--- config.mk ---
export PLATFORM = sky130hd
export DESIGN_NAME = barrel_shifter_flat
export DESIGN_NICKNAME = d
export VERILOG_FILES = /design/src/rtl/barrel_shifter_if.sv /design/src/rtl/barrel_shifter.sv /design/src/flat_wrapper.sv
export SDC_FILE = /design/constraint.sdc
export NUM_CORES = 1
export LEC_CHECK = 0
export CAP_MARGIN = 20
export CELL_PAD_IN_SITES_DETAIL_PLACEMENT = 0
export CELL_PAD_IN_SITES_GLOBAL_PLACEMENT = 1
export CORE_UTILIZATION = 32
export DETAILED_ROUTE_END_ITERATION = 8
export PLACE_DENSITY = 0.77
export SYNTH_ARGS = -nofsm -noshare
export SYNTH_HDL_FRONTEND = slang
export SYNTH_SLANG_ARGS = --single-unit
--- constraint.sdc ---
create_clock -name clk -period 1.5 [get_ports clk]
set_clock_uncertainty 0.15 [all_clocks]
set_input_delay 0.3 -clock clk [delete_from_list [all_inputs] [get_ports clk]]
set_output_delay 0.3 -clock clk [all_outputs]
set_load 0.05 [all_outputs]
--- src/rtl/barrel_shifter_if.sv ---
// Operand/result bundle for barrel_shifter.
//   master: drives in_valid, select, direction, shift_value, din; receives dout, out_valid
//   slave : the shifter side of the same bundle
interface barrel_shifter_if #(
    parameter int unsigned WIDTH = 4
);
    localparam int unsigned SHW = $clog2(WIDTH);

    logic             in_valid;
    logic             select;
    logic             direction;
    logic [SHW-1:0]   shift_value;
    logic [WIDTH-1:0] din;
    logic [WIDTH-1:0] dout;
    logic             out_valid;

    modport master (
        output in_valid, select, direction, shift_value, din,
        input  dout, out_valid
    );

    modport slave (
        input  in_valid, select, direction, shift_value, din,
        output dout, out_valid
    );
endinterface

--- src/rtl/barrel_shifter.sv ---
// Barrel shifter / rotator with a single registered output stage.
// Ports:
//   clk   - rising-edge clock
//   rst_n - asynchronous active-low reset
//   bus   - barrel_shifter_if.slave: in_valid, select (0 shift / 1 rotate),
//           direction (0 right / 1 left), shift_value, din -> dout, out_valid
// Optional build macro: BARREL_SHIFTER_ARITH_EN makes right shifts sign-fill.
// WIDTH must be a power of two and >= 2.
module barrel_shifter #(
    parameter int unsigned WIDTH = 4
) (
    input  logic            clk,
    input  logic            rst_n,
    barrel_shifter_if.slave bus
);
    localparam int unsigned SHW = $clog2(WIDTH);

    logic [WIDTH-1:0] operand_c;
    logic [WIDTH-1:0] right_c;
    logic [WIDTH-1:0] result_c;
    logic             fill_c;
    logic [WIDTH-1:0] dout_q;
    logic             out_valid_q;

    // Bit used for vacated MSBs of a plain right shift; left shifts arrive
    // bit-reversed and must always zero-fill.
`ifdef BARREL_SHIFTER_ARITH_EN
    assign fill_c = ~bus.select & ~bus.direction & bus.din[WIDTH-1];
`else
    assign fill_c = 1'b0;
`endif

    // Left operations are done as reverse -> right -> reverse.
    for (genvar i = 0; i < WIDTH; i++) begin : g_rev
        assign operand_c[i] = bus.direction ? bus.din[WIDTH-1-i] : bus.din[i];
        assign result_c[i]  = bus.direction ? right_c[WIDTH-1-i] : right_c[i];
    end

    // log2(WIDTH) right stages; stage k moves by 2**k when shift_value[k] is set.
    for (genvar k = 0; k < SHW; k++) begin : g_stage
        localparam int unsigned AMT = 32'd1 << k;
        logic [WIDTH-1:0] prev;
        logic [WIDTH-1:0] cur;
        logic [AMT-1:0]   top_bits;

        if (k == 0) begin : g_first
            assign prev = operand_c;
        end else begin : g_next
            assign prev = g_stage[k-1].cur;
        end

        // Rotate wraps the low bits to the top; shift injects the fill bit.
        assign top_bits = bus.select ? prev[AMT-1:0] : {AMT{fill_c}};
        assign cur      = bus.shift_value[k] ? {top_bits, prev[WIDTH-1:AMT]} : prev;
    end

    assign right_c = g_stage[SHW-1].cur;

    // Output register: result captured on valid input, held otherwise.
    always_ff @(posedge clk or negedge rst_n) begin
        if (!rst_n) begin
            dout_q      <= '0;
            out_valid_q <= 1'b0;
        end else begin
            out_valid_q <= bus.in_valid;
            if (bus.in_valid) begin
                dout_q <= result_c;
            end
        end
    end

    assign bus.dout      = dout_q;
    assign bus.out_valid = out_valid_q;
endmodule

--- src/flat_wrapper.sv ---
// flat-port wrapper written by rule: the top's interface ports become plain ports
module barrel_shifter_flat 
#(
    parameter int unsigned WIDTH = 4
)
  (clk, rst_n, bus_in_valid, bus_select, bus_direction, bus_shift_value, bus_din, bus_dout, bus_out_valid);
  barrel_shifter_if #(.WIDTH(WIDTH)) bus_i ();
  input  logic clk;
  input  logic rst_n;
  input wire logic [$bits(bus_i.in_valid)-1:0] bus_in_valid;
  input wire logic [$bits(bus_i.select)-1:0] bus_select;
  input wire logic [$bits(bus_i.direction)-1:0] bus_direction;
  input wire logic [$bits(bus_i.shift_value)-1:0] bus_shift_value;
  input wire logic [$bits(bus_i.din)-1:0] bus_din;
  output wire logic [$bits(bus_i.dout)-1:0] bus_dout;
  output wire logic [$bits(bus_i.out_valid)-1:0] bus_out_valid;
  assign bus_i.in_valid = bus_in_valid;
  assign bus_i.select = bus_select;
  assign bus_i.direction = bus_direction;
  assign bus_i.shift_value = bus_shift_value;
  assign bus_i.din = bus_din;
  assign bus_dout = bus_i.dout;
  assign bus_out_valid = bus_i.out_valid;
  barrel_shifter #(.WIDTH(WIDTH)) u_core (.clk(clk), .rst_n(rst_n), .bus(bus_i));
endmodule
==> results of run 1 <==
## layer usage
| layer | GRT usage [%] | wire length (um) | vias up |
|---|---|---|---|
| li1 | - | - | 243 |
| met1 | 19.7 | 474 | 210 |
| met2 | 30.4 | 467 | 14 |
| met3 | 1.70 | 56 | 0 |
| met4 | 7.76 | 0 | 0 |
| met5 | 0 | 0 | - |
## how the worst max path moves through the flow
stage,from,end,slack [ns],depth (start not counted)
after floorplan,bus_shift_value[0],u_core.bus.dout[0],0.01,5
after global placement,bus_direction,u_core.bus.dout[3],-0.54,5
after detailed placement,bus_direction,u_core.bus.dout[3],-0.55,5
after CTS,bus_direction,u_core.bus.dout[3],0.0004,5
after global routing,bus_din[3],u_core.bus.dout[1],0.06,5
final,bus_shift_value[1],u_core.bus.dout[3],0.16,4
## critical path, cell delays in order
cell,delay (ns)
dlygate4sd2_1,0.26
mux4_2,0.51
nand3_1,0.10
o221ai_1,0.11
## layout make-up
| type | count | share of cell area [%] |
|---|---|---|
| flip-flops and latches | 5 | 16.7 |
| multi-input cells | 36 | 39.5 |
| inverters | 4 | 2.00 |
| repair buffers | 26 | 35.8 |
| clock buffers | 4 | 3.50 |
| well taps | 15 | 2.50 |
## sequential cells by signal, indices dropped and copies added, names as in the netlist
register	count
u_core.bus.dout	4
u_core.bus.out_valid	1
## power by group through the flow
stage	logic, mW	clock network (mW)	registers, mW
5_1_grt	0.281	0.166	0.169
4_1_cts	0.263	0.157	0.167
3_3_place_gp	0.266	0	0.168
2_1_floorplan	0.0809	0	0.215
3_5_place_dp	0.267	0	0.169
6_report	0.260	0.150	0.167
## placed cells by master, fill, tap and decap left out
cell             synthesis  final
inv_1                    4      4
mux4_2                   2      2
o211ai_1                 1      1
nand3b_1                 2      2
mux2i_1                  5      5
nor2_1                   3      3
clkbuf_2                 0      2
o32a_1                   1      1
a21oi_1                  2      2
xnor2_2                  0      1
buf_12                   0      5
nor3_1                   1      1
nand3_1                  3      3
nor2b_1                  1      1
dlymetal6s2s_1           0      1
clkbuf_1                 1      1
clkbuf_4                 0      3
nand2b_1                 1      1
o21ai_0                  1      1
buf_4                    1     11
a31oi_1                  3      2
o221ai_1                 2      2
dfrtp_1                  5      5
mux2_4                   0      1
a311oi_1                 1      1
a211oi_1                 1      1
o32ai_1                  1      1
dlygate4sd2_1            0      5
a31oi_2                  0      1
nand2_1                  3      3
clkdlybuf4s50_1          0      2
## metrics by stage
stage	total power, mW	instances	TNS, ns	hold WS (ns)	utilization [%]
global placement	0.435	86	-1.98	0.395	56.3
CTS	0.587	90	0	0.142	58.1
floorplan	0.296	50	0	-0.146	-
global route	0.616	90	0	0.146	57.7
finish	0.576	90	0	0.135	57.7
detailed placement	0.436	86	-2.07	0.391	56.3
## cells by family after synthesis
kind of cell           Yosys count
AND/OR/NAND/NOR                 14
buffers and inverters            9
AO/OA/AOI/OAI                   13
XOR/XNOR                         1
flip-flops                       5
multiplexers                     8
==> reports/qor.csv, run 1 <==
metric,value,unit
Starting Density,34.1,%
Worst EP arrival,1.28,ns
"FF+latch count, synth",5,
syn nets,61,
fraction of synthesized area in multiplexers,23.9,%
critical path class,input port to flop,
async set-reset flop share out of synthesis,100,%
Hold Fails Final Rpt,0,
Root Buffer,clkbuf_4,
count of distinct cell types in the synthesized netlist,26,
Vias,467,
register area,125,um2
Power Density,768,mW/mm2
post-synthesis cell count,50,
Synth Area in Simple Gates,15.8,%
Synth area leader,dfrtp_1,
DP Area,732,um2
post-CTS sizing,8,
Post-synth EDFFs,0,
Startpoint Class,input port,
clk sinks,5,
CTS tree,yes,
f_max,747,MHz
Die X,39.3,um
xor/xnor share of the synthesized area,1.97,%
gr usage total,16.9,%
deepest clock path buffer count,2,
VDD IR max,0.271,mV
Slew @ Worst Pin,0.364,ns
Initial DRT Pass Iterations,3,
WL final,998,um
setup violators final,0,
Clock power frac,26.0,%
Switching Fraction,32.8,%
CTS H-Tree Depth,1,
Antenna Cells,0,
Post-CTS Hold Buffers,0,
Post-CTS Repair Setup Buffers,0,
first-pass GRT wire length,1770,um
r2r startpoint,u_core.bus.dout[0],
I/O Pins,16,
initial antenna violation count,0,
outcome,"complete, no violations",
Worst Path Max Fanout,3,
Synth Flop Type,dfrtp_1,
WL/cell,11.1,um
r2r setup slk,0.65,ns
Layout area overhead,69.0,%
DIE AREA,0.00154,mm2
Clock Latency Late Sink,0.23,ns
vias in the first global route,431,
Residual DRC,0,
"Remaining Overflow, GRT",0,
Tcrit/Tclk final,89.3,%
fin crit period,1.34,ns
vias per inst,5.19,
CTS Buf Count,3,
setup ws final,0.161,ns
# nets final,87,
clock transition at the registers of the reported paths,0.04,ns
switching power total,189,uW
Worst R2R Path Depth,2,
"Slew Viols, Final",0,
Synth Area in Compound Gates,21.1,%
YS warnings,0,
Post-DRT Antenna Nets,0,
worst hold path class,input port to async pin,
synthesized area,444,um2
endpoint class of the critical path,flop,
footprint of the multi-input gates,297,um2
sequential share of power,29.0,%
Yosys top cell area share,28.2,%
Die H,39.3,um
Int Pwr,387,uW
"Avg Cell Area, Syn",8.88,um2
sequential area share after synthesis,28.2,%
share of cells above drive strength 1,34.7,%
Port-buffer cells,15,
Max-slew headroom,75.7,%
largest net degree at the start of global routing,12,
Max-Cap Viols,0,
cell area after layout,751,um2
routability cong.,0.775,
Initial DRC Count,12,
"top cells by count, synth","5 x dfrtp_1, 5 x mux2i_1, 4 x inv_1",
Crit path required time,1.45,ns
DP Worst Slack,-0.554,ns
top post-synthesis cells by area,"dfrtp_1 28%, mux2i_1 11%, mux4_2 10%",
core footprint,0.00130,mm2
Layout fillers,120,
adder-cell area share of the yosys netlist,0,%
Reg2Reg Capture Point,u_core.bus.dout[0],
RSZ-0062 raised after global routing,false,
Comb pwr share,45.1,%
largest family of logic cells by synthesized area,multiplexers,
Leakage,0.347,nW
row count,13,
Power figures use the tool's default switching activity.
==> run 2: changes to the inputs <==
- CORE_MARGIN: default -> 3
- MAX_ROUTING_LAYER: default -> met4
==> run 2 against run 1 <==
  * Combinational power up 2%
  * Core utilization up 5.7 points
  * Via count up 1.1%
  * Maximum frequency down 4.2%
  * Sequential power about the same
  * Non-clock buffer count up 1
  * Highest routed layer is now met4
==> reports/qor.csv, run 2 (synthesized netlist as in run 1, its figures left out) <==
metric,value,unit,change
outcome,"complete, no violations",,unchanged
Hold Fails Final Rpt,0,,unchanged
Starting Density,37.0,%,was 34.1%
row count,12,,was 13
Crit path required time,1.50,ns,was 1.45 ns
"Slew Viols, Final",0,,unchanged
Startpoint Class,input port,,unchanged
endpoint class of the critical path,flop,,unchanged
DIE AREA,0.00187,mm2,was 0.00154 mm2
I/O Pins,16,,unchanged
vias per inst,5.24,,was 5.19
core footprint,0.00120,mm2,was 0.00130 mm2
Port-buffer cells,15,,unchanged
"Power, Total",581,uW,was 576 uW
Residual DRC,0,,unchanged
CTS H-Tree Depth,1,,unchanged
WL/cell,11.7,um,was 11.1 um
deepest clock path buffer count,2,,unchanged
Leakage,0.345,nW,was 0.347 nW
max reg flops,4,,unchanged
dpl hpwl,897,um,
Max-slew headroom,76.9,%,was 75.7%
Layout area overhead,71.5,%,was 69.0%
routability cong.,0.777,,was 0.775
critical path class,input port to flop,,unchanged
clock transition at the registers of the reported paths,0.04,ns,about the same
Tcrit/Tclk final,93.1,%,was 89.3%
first-pass GRT wire length,1820,um,was 1770 um
Layout fillers,111,,was 120
Slew @ Worst Pin,0.345,ns,was 0.364 ns
# nets final,88,,was 87
CTS Buf Count,3,,unchanged
"most common cell after layout, fill and taps aside",buf_4,,unchanged
largest net degree at the start of global routing,13,,was 12
Vias,472,,was 467
most frequent cells in the layout,"12 x buf_4, 5 x mux2i_1, 5 x dlygate4sd2_1, 5 x buf_12, 5 x dfrtp_1",,"was 11 x buf_4, 5 x mux2i_1, 5 x dlygate4sd2_1, 5 x buf_12, 5 x dfrtp_1"
Comb pwr share,45.8,%,was 45.1%
vias in the first global route,451,,was 431
Root Buffer,clkbuf_4,,unchanged
cell area after layout,762,um2,was 751 um2
fin crit period,1.40,ns,was 1.34 ns
Power Density,762,mW/mm2,was 768 mW/mm2
f_max,716,MHz,was 747 MHz
Initial DRC Count,4,,was 12
Clock Latency Late Sink,0.23,ns,about the same
crit-path cells,"clkdlybuf4s50_1, a31oi_1, o32a_1, a31oi_1",,"was dlygate4sd2_1, mux4_2, nand3_1, o221ai_1"
setup violators final,0,,unchanged
share of cells above drive strength 1,36.8,%,was 34.7%
Post-CTS Repair Setup Buffers,0,,unchanged
Switching Fraction,32.8,%,about the same
CP max stage delay,0.52,ns,was 0.51 ns
Worst EP arrival,1.39,ns,was 1.28 ns
Die X,43.3,um,was 39.3 um
DP Area,738,um2,was 732 um2
WL final,1050,um,was 998 um
Initial DRT Pass Iterations,4,,was 3
VDD IR max,0.257,mV,was 0.271 mV
clk sinks,5,,unchanged
"Remaining Overflow, GRT",0,,unchanged
gr usage total,13.4,%,was 16.9%
Post-DRT Antenna Nets,0,,unchanged
Crit-path slowest cell,clkdlybuf4s50_1,,was mux4_2
worst hold path class,input port to async pin,,unchanged
Max-Cap Viols,0,,unchanged
Antenna Cells,0,,unchanged
Crit path top cell by count,a31oi_1,,
Int Pwr,390,uW,was 387 uW
Clock power frac,25.3,%,was 26.0%
sequential share of power,28.9,%,was 29.0%
initial antenna violation count,0,,unchanged
RSZ-0062 raised after global routing,false,,unchanged
Worst Path Max Fanout,4,,was 3
switching power total,190,uW,was 189 uW
CTS tree,yes,,unchanged
Die H,43.3,um,was 39.3 um
run 2: critical path: cells and delay by family:
kind,cells,cell delay (ns)
AO/OA/AOI/OAI,3,0.58
buffers and inverters,1,0.52
run 2: path summary, 6_finish.rpt:
check	startpoint	endpoint	slack [ns]	cells after the start
max	bus_select	u_core.bus.dout[1]	0.10	4
max reg2reg	u_core.bus.dout[3]	u_core.bus.dout[3]	0.61	2
min in group clk	bus_direction	u_core.bus.dout[3]	0.36	4
min reg2reg	u_core.bus.dout[1]	u_core.bus.dout[1]	0.45	2
min	rst_n	u_core.bus.dout[0]	0.14	1
max in group asynchronous	rst_n	u_core.bus.dout[3]	0.87	1
run 2: layout make-up:
cell class              count  area [um2]  area share, %
multi-input cells          36         304           39.9
repair buffers             27         274           36.0
flip-flops and latches      5         125           16.4
clock buffers               4        26.3           3.45
well taps                  14        17.5           2.30
inverters                   4        15.0           1.97
run 2: power groups by stage:
stage          clock network, mW  registers (mW)  logic [mW]
3_3_place_gp                   0           0.169       0.268
2_1_floorplan                  0           0.215      0.0809
4_1_cts                    0.150           0.168       0.268
6_report                   0.147           0.168       0.266
5_1_grt                    0.164           0.170       0.284
3_5_place_dp                   0           0.170       0.272
run 2: stage by stage:
| step | util [%] | TNS, ns | hold WS (ns) | setup slack [ns] | cells |
|---|---|---|---|---|---|
| final | 63.4 | 0 | 0.139 | 0.103 | 90 |
| after global routing | 63.4 | 0 | 0.143 | 0.0352 | 90 |
| after CTS | 63.5 | 0 | 0.144 | 0.00410 | 90 |
| after detailed placement | 61.5 | -2.06 | 0.387 | -0.555 | 86 |
| after global placement | 61.5 | -1.85 | 0.385 | -0.494 | 86 |
| after floorplan | - | 0 | -0.146 | 0.0139 | 50 |
run 2: repair_timing:
item	CTS	global route
hold buffers	0	0
gates resized for setup	9	4
pin swaps	0	0
endpoints found under the setup margin	4	4
run 2: per-layer routing:
metal	part of all wire, %	vias up	GRT usage (%)	wire [um]
met5	0	-	-	0
met4	0.95	0	7.83	10
met3	6.4	2	2.54	67
met2	51	14	22.4	533
met1	42	214	14.5	443
li1	-	242	-	-
